[config.mk]
export PLATFORM = sky130hd
export DESIGN_NAME = uart_rx_flat
export DESIGN_NICKNAME = d
export VERILOG_FILES = /design/src/rtl/uart_rx_pkg.sv /design/src/rtl/uart_rx_if.sv /design/src/rtl/uart_rx_sync.sv /design/src/rtl/uart_rx.sv /design/src/flat_wrapper.sv
export SDC_FILE = /design/constraint.sdc
export NUM_CORES = 1
export LEC_CHECK = 0
export CAP_MARGIN = 0
export CORE_ASPECT_RATIO = 1.2
export CORE_MARGIN = 2
export CORE_UTILIZATION = 43
export CTS_CLUSTER_DIAMETER = 120
export DETAILED_ROUTE_END_ITERATION = 7
export PLACE_DENSITY = 0.63
export SYNTH_ARGS = -nofsm -noshare
export SYNTH_HDL_FRONTEND = slang
export SYNTH_SLANG_ARGS = --single-unit
[constraint.sdc]
create_clock -name lpc_clk -period 3.5 [get_ports lpc_clk]
set_input_delay 0.875 -clock lpc_clk [delete_from_list [all_inputs] [get_ports lpc_clk]]
set_output_delay 0.875 -clock lpc_clk [all_outputs]
set_load 0.01 [all_outputs]
[src/rtl/uart_rx_pkg.sv]
// Shared constants, FSM encoding and helpers for the debug-link UART receiver.
// Bit timing matches uart_tx: one bit lasts DIVISOR+1 clock cycles.
package uart_rx_pkg;

   localparam int CNT_W = 9;

   localparam logic [CNT_W-1:0] DIVISOR  = 9'd286;
   localparam logic [CNT_W-1:0] HALF_BIT = 9'd143;
   // The vote is complete one cycle after the centre sample.
   localparam logic [CNT_W-1:0] MID_DECIDE = HALF_BIT + 9'd1;

   typedef enum logic [2:0] {
      S_IDLE  = 3'd0,
      S_START = 3'd1,
      S_DATA  = 3'd2,
      S_STOP  = 3'd3,
      S_BREAK = 3'd4
   } rx_state_t;

   function automatic logic maj3(input logic a, input logic b, input logic c);
      return (a & b) | (a & c) | (b & c);
   endfunction

endpackage

[src/rtl/uart_rx_if.sv]
// Byte handshake between the receiver and the LPC-side consumer.
// valid/ack: rx_data is stable while rx_data_valid=1; one sampled ack retires it.
interface uart_rx_if;
   logic [7:0] rx_data;
   logic       rx_data_valid;
   logic       rx_data_ack;
   logic       framing_err;
   logic       overrun;
   logic       busy;

   modport master (
      output rx_data, rx_data_valid, framing_err, overrun, busy,
      input  rx_data_ack
   );

   modport slave (
      input  rx_data, rx_data_valid, framing_err, overrun, busy,
      output rx_data_ack
   );
endinterface

[src/rtl/uart_rx_sync.sv]
// Two-flop synchroniser with a history flop for edge detection,
// plus the 2-of-3 mid-bit voter.
module uart_rx_sync
   import uart_rx_pkg::*;
(
   input  logic             clk,
   input  logic             rst,
   input  logic             rx,
   input  logic [CNT_W-1:0] cnt,
   output logic             line,
   output logic             fall_edge,
   output logic             vote
);

   logic s1, s2, s3;
   logic smp_a, smp_b;

   // Reset low so a line held low through reset never looks like a start edge.
   always_ff @(posedge clk or posedge rst) begin
      if (rst) begin
         s1    <= 1'b0;
         s2    <= 1'b0;
         s3    <= 1'b0;
         smp_a <= 1'b0;
         smp_b <= 1'b0;
      end else begin
         s1 <= rx;
         s2 <= s1;
         s3 <= s2;
         if (cnt == HALF_BIT - 9'd1) smp_a <= s2;
         if (cnt == HALF_BIT)        smp_b <= s2;
      end
   end

   assign line      = s2;
   assign fall_edge = s3 & ~s2;
   assign vote      = maj3(smp_a, smp_b, s2);

endmodule

[src/rtl/uart_rx.sv]
// 8-N-1 UART receiver with a one-deep holding register and valid/ack handshake.
// The byte commits at the stop-bit mid-point so back-to-back frames are accepted.
module uart_rx
   import uart_rx_pkg::*;
(
   input  logic       lpc_clk,
   input  logic       lpc_rst,
   input  logic       rx,
   uart_rx_if.master  host,
   output rx_state_t  fsm_state
);

   logic             line, fall_edge, vote;
   rx_state_t        st;
   logic [CNT_W-1:0] cnt;
   logic [2:0]       idx;
   logic [7:0]       shreg;
   logic [7:0]       data_q;
   logic             valid_q, ferr_q, ovr_q, busy_q;

   uart_rx_sync u_sync (
      .clk       (lpc_clk),
      .rst       (lpc_rst),
      .rx        (rx),
      .cnt       (cnt),
      .line      (line),
      .fall_edge (fall_edge),
      .vote      (vote)
   );

   always_ff @(posedge lpc_clk or posedge lpc_rst) begin
      if (lpc_rst) begin
         st      <= S_IDLE;
         cnt     <= '0;
         idx     <= '0;
         shreg   <= '0;
         data_q  <= '0;
         valid_q <= 1'b0;
         ferr_q  <= 1'b0;
         ovr_q   <= 1'b0;
         busy_q  <= 1'b0;
      end else begin
         ferr_q <= 1'b0;
         ovr_q  <= 1'b0;
         cnt    <= cnt + 9'd1;
         if (host.rx_data_ack && valid_q) valid_q <= 1'b0;

         case (st)
            S_IDLE: begin
               cnt <= '0;
               if (fall_edge) begin
                  st     <= S_START;
                  busy_q <= 1'b1;
               end
            end
            S_START: begin
               if (cnt == MID_DECIDE && vote) begin
                  st     <= S_IDLE;
                  cnt    <= '0;
                  busy_q <= 1'b0;
               end else if (cnt == DIVISOR) begin
                  st  <= S_DATA;
                  cnt <= '0;
                  idx <= '0;
               end
            end
            S_DATA: begin
               if (cnt == MID_DECIDE) shreg <= {vote, shreg[7:1]};
               if (cnt == DIVISOR) begin
                  cnt <= '0;
                  if (idx == 3'd7) st <= S_STOP;
                  else             idx <= idx + 3'd1;
               end
            end
            S_STOP: begin
               if (cnt == MID_DECIDE) begin
                  cnt <= '0;
                  if (vote) begin
                     st     <= S_IDLE;
                     busy_q <= 1'b0;
                     // A same-cycle ack frees the register for the new byte.
                     if (!valid_q || host.rx_data_ack) begin
                        data_q  <= shreg;
                        valid_q <= 1'b1;
                     end else begin
                        ovr_q <= 1'b1;
                     end
                  end else begin
                     st     <= S_BREAK;
                     ferr_q <= 1'b1;
                  end
               end
            end
            S_BREAK: begin
               cnt <= '0;
               if (line) begin
                  st     <= S_IDLE;
                  busy_q <= 1'b0;
               end
            end
            default: begin
               st     <= S_IDLE;
               cnt    <= '0;
               busy_q <= 1'b0;
            end
         endcase
      end
   end

   assign host.rx_data       = data_q;
   assign host.rx_data_valid = valid_q;
   assign host.framing_err   = ferr_q;
   assign host.overrun       = ovr_q;
   assign host.busy          = busy_q;
   assign fsm_state          = st;

endmodule

[src/flat_wrapper.sv]
// flat-port wrapper written by rule: the top's interface ports become plain ports
module uart_rx_flat import uart_rx_pkg::*;
  (lpc_clk, lpc_rst, rx, fsm_state, host_rx_data, host_rx_data_valid, host_framing_err, host_overrun, host_busy, host_rx_data_ack);
  uart_rx_if host_i ();
  input  logic lpc_clk;
  input  logic lpc_rst;
  input  logic rx;
  output rx_state_t fsm_state;
  output wire logic [$bits(host_i.rx_data)-1:0] host_rx_data;
  output wire logic [$bits(host_i.rx_data_valid)-1:0] host_rx_data_valid;
  output wire logic [$bits(host_i.framing_err)-1:0] host_framing_err;
  output wire logic [$bits(host_i.overrun)-1:0] host_overrun;
  output wire logic [$bits(host_i.busy)-1:0] host_busy;
  input wire logic [$bits(host_i.rx_data_ack)-1:0] host_rx_data_ack;
  assign host_rx_data = host_i.rx_data;
  assign host_rx_data_valid = host_i.rx_data_valid;
  assign host_framing_err = host_i.framing_err;
  assign host_overrun = host_i.overrun;
  assign host_busy = host_i.busy;
  assign host_i.rx_data_ack = host_rx_data_ack;
  uart_rx u_core (.lpc_clk(lpc_clk), .lpc_rst(lpc_rst), .rx(rx), .host(host_i), .fsm_state(fsm_state));
endmodule
==> results of run 1 <==
## metrics by stage
| step | total power [W] | setup slack (ns) | utilization, % | instance area (um2) |
|---|---|---|---|---|
| CTS | 0.001081 | 1.186 | 52.60 | 2225 |
| floorplan | 0.0006689 | 1.554 | - | 1878 |
| finish | 0.001061 | 1.208 | 52.60 | 2225 |
| global placement | 0.0007009 | 0.9971 | 50.06 | 2117 |
| global route | 0.001125 | 1.115 | 52.60 | 2225 |
| detailed placement | 0.0007080 | 0.9841 | 50.06 | 2117 |
## Yosys cell counts (4+ instances only)
cell type	number	area (um2)
mux2_2	11	123.9
mux2_4	8	120.1
nor3_1	6	30.03
nor2_1	16	60.06
dfrtp_1	40	1001
xnor2_1	5	43.79
nand2b_1	4	25.02
nand2_1	9	33.78
ha_1	5	62.56
nand3_1	7	35.03
inv_1	8	30.03
## layout by cell type (no fill, tap or decap), types with 4 or more instances in the layout
cell type and n:
xnor2_1 5, clkbuf_8 5, mux2_2 11, clkdlybuf4s50_1 18, nor2_1 16, inv_1 8
nand3_1 7, dfrtp_1 40, nand2b_1 4, mux2_4 8, nand2_1 9, nor3_1 6
ha_1 5
## power by group
group | switching (W) | internal [W]
Clock | 0.000152 | 0.000212
Combinational | 0.0000697 | 0.0000642
Sequential | 0.0000610 | 0.000503
Total | 0.000283 | 0.000779
## layout make-up
cell class | count | area, um2 | share of cell area (%)
sequential | 40 | 1001 | 44.99
multi-input combinational | 107 | 828.3 | 37.23
timing repair buffer | 19 | 187.7 | 8.436
clock buffer | 6 | 72.57 | 3.262
tap | 56 | 70.07 | 3.150
clock inverter | 2 | 35.03 | 1.575
inverter | 8 | 30.03 | 1.350
## path summary, 6_finish.rpt
kind	endpoint	slack, ns	cells after the start
max	fsm_state[0]	1.21	1
min	u_core.u_sync.line	0.35	0
max reg2reg	u_core.host.rx_data[7]	1.27	6
min reg2reg	u_core.u_sync.line	0.35	0
max in group asynchronous	u_core.host.framing_err	2.14	3
min in group asynchronous	u_core.host.busy	1.01	3
## per-layer routing
layer	vias to the layer above	track usage (%)	wire length [um]
met1	589	18.72	1476
li1	596	-	-
met3	6	4.431	96
met5	-	0	0
met4	0	5.106	51
met2	17	22.71	1472
## registers in the layout, indices dropped and copies added, names as in the netlist
register and cells:
u_core.cnt 9, u_core.host.rx_data 8, u_core.shreg 8, u_core.fsm_state 3
u_core.idx 3, u_core.host.busy 1, u_core.host.framing_err 1, u_core.host.overrun 1
u_core.host.rx_data_valid 1, u_core.u_sync.line 1, u_core.u_sync.s1 1, u_core.u_sync.s3 1
u_core.u_sync.smp_a 1, u_core.u_sync.smp_b 1
## kinds of logic after synthesis
logic type	Yosys count	share of synthesized area (%)
adders and majority gates	6	3.864
AOI/OAI and AO/OA	14	5.530
DFF	40	53.30
and+or+nand+nor	58	16.86
xor gates and xnor gates	7	3.265
muxes	22	14.59
buffers and inverters	11	2.598
==> results.toml, run 1 <==
[layout]
final_cells = 238
antennaDiodeCount = 0
nNetsFinal = 190
nFillCells = 380
layout-drive-gt1-share_pct = 17.58
syn2layout_area_growth_pct = 18.45

[clocking]
cts_buffer_depth = 2
path_clk_slew_ns = 0.07
cts_resized = 0
clk_latency_ns = 0.29
htreeDepth = 2
clockRootBuffer = "clkbuf_8"
numCtsBuffers = 5
cts.sinks = 40
cts_tree = "done"
post_cts_buffers = 0
cts.hold.buffers_added = 0

[synth]
synth_sequential_area_ratio_pct = 53.30
async_flop_share_pct = 100.0
yosysWarnings = 0
synth_seq_cells = 40
avgSynthCellArea_um2 = 11.89
ys_types = 38
syn-num-nets = 167
synthCells = 158
synthFlopType = "dfrtp_1"
synth_area_um2 = 1878
synth-edff-count = 0

[placed_design]
gp_congestion = 0.7714
place.port_buffers = 18
dp_hpwl_um = 2217
placed_cells = 230

[run]
cap_viol_max_count = 0

[detailed_routing]
wl_um = 3096
vias = 1208
detailedRoute.firstIterationViolations = 47
antenna_left = 0
via_per_inst = 5.076
route.detailed.drc = 0
post_drt_wl_per_cell_um = 13.01
drt-pass1-iter-count = 4

[critical_path]
path_cells = "clkdlybuf4s50_1"
critPathKind = "reg -> out"
path_delay_family = "buffers and inverters"
rr_startpoint = "u_core.cnt[0]"
slowest_delay_ns = 0.60
cp_max_fo = 12
crit_required_ns = 2.62
worstPathArrival_ns = 1.42
cp_num_buf_inv = 1
startpoint = "u_core.fsm_state[0]"
cp-end-kind = "output pin"
crit_path_start_kind = "register"
cp_slowest_cell = "clkdlybuf4s50_1"

[global_routing]
grt_max_degree = 41
grt_pass1_wl_um = 5540
antenna_found_initial = 0
grt_use_total_pct = 14.41
grt_pass1_vias = 1227
grt_overflow = 0

[timing]
setup_viol = 0
fin_crit_ns = 2.292
timing_hold_violations_final = 0
rsz0062_at_grt = "no"
fin_tns_setup_ns = 0
maxSlewHeadroom_pct = 67.13
drv_slew = 0
whs_ns = 0.3519
finalClockSkew_ns = 0.007235
min_period_over_period_pct = 65.48
fmax_mhz = 436.4
tightest_slew_ns = 0.4930

[die]
fp.dieH_um = 76.40
initial_utilization_pct = 44.41
pin_count = 19
die_x_um = 64.33
row_count = 26
fp.coreArea_um2 = 4229
die-area_um2 = 4914

[min_path]
hold_class = "reg -> reg"
min-delay-start = "u_core.u_sync.s1"

[status]
outcome = "complete, no violations"

[power]
p_per_area_nw_per_um2 = 477.1
p_leak_nw = 1.032
peakVddDrop_mv = 0.2102
(Power assumes the default switching activity.)
==> run 2, diff against run 1 <==
--- a/config.mk
+++ b/config.mk
@@ -11,7 +11,7 @@
 export CORE_UTILIZATION = 43
 export CTS_CLUSTER_DIAMETER = 120
 export DETAILED_ROUTE_END_ITERATION = 7
-export PLACE_DENSITY = 0.63
+export PLACE_DENSITY = 0.66
 export SYNTH_ARGS = -nofsm -noshare
 export SYNTH_HDL_FRONTEND = slang
 export SYNTH_SLANG_ARGS = --single-unit
==> constraint.sdc (replaced) <==
create_clock -name lpc_clk -period 2.1 [get_ports lpc_clk]
set_input_delay 0.525 -clock lpc_clk [delete_from_list [all_inputs] [get_ports lpc_clk]]
set_output_delay 0.525 -clock lpc_clk [all_outputs]
set_load 0.01 [all_outputs]
==> run 2 against run 1 <==
Effect of this change:
- sequential power grew 67%
- cell count grew 1.7%
- worst hold slack is essentially flat
- via count grew 4.1%
- critical path depth grew 3
- power grew 68%
- register-to-register slack lost 1.2 ns
- combinational power grew 78%
==> results.toml, run 2 (synthesis gave the netlist of run 1 again) <==
[status]
outcome = "complete, no violations"

[placed_design]
dp_slack_ns = -0.009490
dp_hpwl_um = 2408
placed_area_um2 = 2140
place.port_buffers = 18
gp_congestion = 0.7857

[die]
die_x_um = 64.33
fp.dieH_um = 76.40
die-area_um2 = 4914
row_count = 26
fp.coreArea_um2 = 4229
initial_utilization_pct = 44.41
pin_count = 19

[critical_path]
cp_max_fo = 5
crit_required_ns = 2.27
cp-end-kind = "register"
critPathKind = "reg -> reg"
slowest_delay_ns = 0.46
crit_path_start_kind = "register"
worstPathArrival_ns = 2.17
cp_slowest_cell = "dfrtp_1"
path_cells = "or2_2 -> nor4_1 -> and3_1 -> mux2_2"
reg2regPathDepth = 4

[layout]
layout-drive-gt1-share_pct = 19.89
largest_reg_flops = 9
layout_common_cells = "40 x dfrtp_1, 18 x clkdlybuf4s50_1, 16 x nor2_1, 11 x mux2_2, 9 x nand2_1"
final_area_um2 = 2258
layout_commonest_cell = "dfrtp_1"
syn2layout_area_growth_pct = 20.25
nNetsFinal = 194
antennaDiodeCount = 0
largest-register = "u_core.cnt"
final_core_util_pct = 53.40

[timing]
fin_tns_setup_ns = 0
tightest_slew_ns = 0.4851
timing_hold_violations_final = 0
whs_ns = 0.3518
drv_slew = 0
fmax_mhz = 500.7
min_period_over_period_pct = 95.10
maxSlewHeadroom_pct = 67.66
setup_viol = 0
fin_crit_ns = 1.997
layout_setup_ws_ns = 0.1029
finalClockSkew_ns = 0.003100
rsz0062_at_grt = "no"

[min_path]
hold_class = "reg -> reg"
holdPathStages = 0

[detailed_routing]
drt-pass1-iter-count = 4
wl_um = 3241
via_per_inst = 5.194
route.detailed.drc = 0
vias = 1257
post_drt_wl_per_cell_um = 13.39
detailedRoute.firstIterationViolations = 32
antenna_left = 0

[global_routing]
grt_overflow = 0
grt_use_total_pct = 14.64
grt_pass1_vias = 1288
antenna_found_initial = 0
grt_max_degree = 41
grt_pass1_wl_um = 5630

[clocking]
cts.hold.buffers_added = 0
numCtsBuffers = 5
htreeDepth = 2
cts.sinks = 40
cts_tree = "done"
clk_latency_ns = 0.28
cts_buffer_depth = 2
clockRootBuffer = "clkbuf_8"
path_clk_slew_ns = 0.07

[power]
p_per_area_nw_per_um2 = 790.8
peakVddDrop_mv = 0.5472
p_leak_nw = 1.051

[run]
cap_viol_max_count = 0
run 2: final timing paths:
path | startpoint | to | slack [ns]
worst max-delay path | u_core.cnt[5] | u_core.idx[0] | 0.10
worst min-delay path | u_core.u_sync.s1 | u_core.u_sync.line | 0.35
worst max register to register | u_core.cnt[5] | u_core.idx[0] | 0.10
worst min register to register | u_core.u_sync.s1 | u_core.u_sync.line | 0.35
max in group asynchronous | lpc_rst | u_core.u_sync.s3 | 1.11
min in group asynchronous | lpc_rst | u_core.shreg[4] | 0.66
run 2: layout make-up:
cell class	count	area, um2
inverters	8	30.03
multi-input cells	107	828.3
clock buffers	5	68.82
fillers	370	1971
flip-flops and latches	40	1001
clock inverters	3	42.54
well taps	56	70.07
repair buffers	23	217.7
run 2: power breakdown:
group | switching, W | internal, W
combinational | 0.000124 | 0.000115
clock | 0.000254 | 0.000351
sequential | 0.000104 | 0.000838
total | 0.000481 | 0.00130
run 2: per-layer routing:
metal	GRT usage [%]	share of wire (%)
met1	16.70	43
met2	25.31	52
met3	4.579	3.4
met4	5.532	1.3
met5	0	0
run 2: stage by stage:
step                total power [W]  instances
detailed placement         0.001194        233
CTS                        0.001808        241
finish                     0.001786        242
global placement           0.001175        233
global route               0.001895        242
floorplan                  0.001115        158
run 2: critical path: cells and delay by family, from the launching register on:
kind | cells | cell delay [ns]
flops | 1 | 0.46
mux | 1 | 0.35
simple gates | 3 | 1.07
run 2: what timing repair did:
item,in CTS,in global routing
buffers inserted,0,1
gates resized for setup,0,0
setup endpoints to repair,0,8
==> run 3, diff against run 2 <==
--- a/config.mk
+++ b/config.mk
@@ -14,4 +14,5 @@
 export PLACE_DENSITY = 0.66
 export SYNTH_ARGS = -nofsm -noshare
 export SYNTH_HDL_FRONTEND = slang
+export SYNTH_HIERARCHICAL = 1
 export SYNTH_SLANG_ARGS = --single-unit
==> run 3 against run 2 <==
Effect of this change:
- setup slack got worse by 0.0077 ns
- die area fell by 0.25%
- synthesized area fell by 0.27%
- clock skew rose by 0.0056 ns
- critical path depth fell by 3
- sequential share of layout area fell by 0.68 points
- critical path type is now reg -> out
- largest cell class unchanged
- largest power group unchanged
==> results.toml, run 3 <==
[min_path]
holdPathStages = 0
min-delay-start = "u_core/u_sync/s1"
hold_class = "reg -> reg"

[synth]
synth_seq_cells = 40
synth_area_um2 = 1873
async_flop_share_pct = 100.0
netlist.area_leader.share_pct = 53.44
synth_most_common_cell = "dfrtp_1"
yosysWarnings = 6
synth_top_area_cell = "dfrtp_1"
ys_types = 38
synth-edff-count = 0
synth_area_leaders = "dfrtp_1 53%, mux2_4 6.4%, mux2_2 4.8%"
avgSynthCellArea_um2 = 12.24
syn-num-nets = 162
ys_top_cells_by_count = "40 x dfrtp_1, 15 x nor2_1, 8 x inv_1, 8 x mux2_2, 8 x mux2_4"
synthCells = 153
synth_sequential_area_ratio_pct = 53.44
synthFlopType = "dfrtp_1"

[critical_path]
critPathKind = "reg -> out"
reg2regPathDepth = 4
cp_max_fo = 13
crit_required_ns = 1.57
path_delay_family = "buffers and inverters"
path_cells = "clkdlybuf4s50_1"
slowest_delay_ns = 0.62
cp_slowest_cell = "clkdlybuf4s50_1"
rr_startpoint = "u_core/cnt[5]"
cp_num_buf_inv = 1
worst-path-stages = 1
worstPathArrival_ns = 1.48
startpoint = "u_core/fsm_state[1]"
crit_path_start_kind = "register"
cp-end-kind = "output pin"

[die]
die-area_um2 = 4902
die_x_um = 64.25
initial_utilization_pct = 44.29
fp.dieH_um = 76.30
fp.coreArea_um2 = 4229
row_count = 26
pin_count = 19

[clocking]
numCtsBuffers = 5
cts.sinks = 40
cts.hold.buffers_added = 0
cts_tree = "done"
path_clk_slew_ns = 0.08
clk_latency_ns = 0.29
cts_buffer_depth = 2
htreeDepth = 2
clockRootBuffer = "clkbuf_8"

[detailed_routing]
antenna_left = 0
detailedRoute.firstIterationViolations = 61
drt-pass1-iter-count = 4
via_per_inst = 5.438
post_drt_wl_per_cell_um = 14.20
wl_um = 3408
vias = 1305
route.detailed.drc = 0

[global_routing]
grt_pass1_vias = 1295
grt_max_degree = 36
grt_use_total_pct = 15.69
grt_pass1_wl_um = 6058
grt_overflow = 0
antenna_found_initial = 0

[status]
outcome = "complete, no violations"

[timing]
min_period_over_period_pct = 95.46
rsz0062_at_grt = "no"
fin_tns_setup_ns = 0
fmax_mhz = 498.8
drv_slew = 0
tightest_slew_ns = 0.4652
finalClockSkew_ns = 0.008667
setup_viol = 0
fin_crit_ns = 2.005
timing_hold_violations_final = 0
maxSlewHeadroom_pct = 68.99

[layout]
syn2layout_area_growth_pct = 22.44
nFillCells = 376
layout_common_cells = "40 x dfrtp_1, 18 x clkdlybuf4s50_1, 15 x nor2_1, 9 x buf_4"
nNetsFinal = 192
layout_commonest_cell = "dfrtp_1"
layout-drive-gt1-share_pct = 23.37
largest_reg_flops = 9
largest-register = "u_core/cnt"
antennaDiodeCount = 0

[power]
p_leak_nw = 1.082
p_total_w = 0.001943
peakVddDrop_mv = 0.6461
p_per_area_nw_per_um2 = 847.2

[run]
cap_viol_max_count = 0

[placed_design]
gp_congestion = 0.8768
place.port_buffers = 18
dp_hpwl_um = 2518
-- run 3: cell types whose count changed in the layout (fill, tap and decap cells not counted), moves of 3 or more --
cell,change
mux2_2,-3
o21ai_0,+3
xnor2_1,-3
buf_4,+4
xor2_1,+3
nand2b_1,-3
nand2_1,-4
mux2i_1,-3
nor3_1,-3
-- run 3: report_power, final --
part           internal, W  total [W]  leakage (nW)  switching, W
combinational     0.000188   0.000374         0.498      0.000186
clock             0.000358   0.000631        0.0548      0.000273
sequential        0.000840   0.000938         0.529     0.0000982
total              0.00139    0.00194          1.08      0.000557
-- run 3: cells by family (layout without fill, tap and decap cells) --
kind of cell	after synthesis	in the layout	synth area share, %
adder cells (fa/ha/maj)	6	6	3.874
AND/OR/NAND/NOR	51	51	16.63
XOR/XNOR	7	7	3.273
multiplexers	18	18	12.43
flip-flops	40	40	53.44
AO/OA/AOI/OAI	19	19	7.481
buffers and inverters	12	43	2.872
-- run 3: path summary, 6_finish.rpt --
path / endpoint / slack, ns
setup / recovery: fsm_state[1] / 0.1
hold / removal: u_core/u_sync/line / 0.36
hold reg to reg: u_core/u_sync/line / 0.36
min in group asynchronous: u_core/u_sync/s1 / 0.46
setup reg to reg: u_core/idx[2] / 0.12
max in group asynchronous: u_core/fsm_state[1] / 1.12
-- run 3: layer usage --
layer  up-vias  wire length, um  track usage [%]
li1        607                -                -
met1       662             1489            19.81
met2        28             1733            25.83
met3         8              101            3.545
met4         0               84            6.383
met5         -                0                0
-- run 3: through the flow --
stage,setup WS [ns],cell area [um2],util [%],hold slack (ns),cells
floorplan,0.1223,1873,-,0.3035,153
global placement,0.1482,2167,51.24,0.3381,232
detailed placement,0.09564,2167,51.24,0.3426,232
CTS,0.06654,2282,53.96,0.3609,240
global route,0.03400,2293,54.23,0.3641,240
finish,0.09528,2293,54.23,0.3558,240
-- run 3: final cells by class --
| cell class | count | area [um2] | area share, % |
|---|---|---|---|
| clock buffer | 5 | 68.82 | 3.001 |
| clock inverter | 3 | 46.29 | 2.019 |
| inverter | 8 | 30.03 | 1.309 |
| multi-input combinational | 101 | 829.5 | 36.17 |
| sequential | 40 | 1001 | 43.64 |
| tap | 56 | 70.07 | 3.055 |
| timing repair buffer | 27 | 247.7 | 10.80 |
-- run 3: timing repair --
| item | 4_1_cts | 5_1_grt |
|---|---|---|
| gates resized for setup | 0 | 2 |
| setup buffers | 0 | 0 |
| endpoints found under the hold margin | 0 | 0 |
| setup endpoints to repair | 0 | 8 |
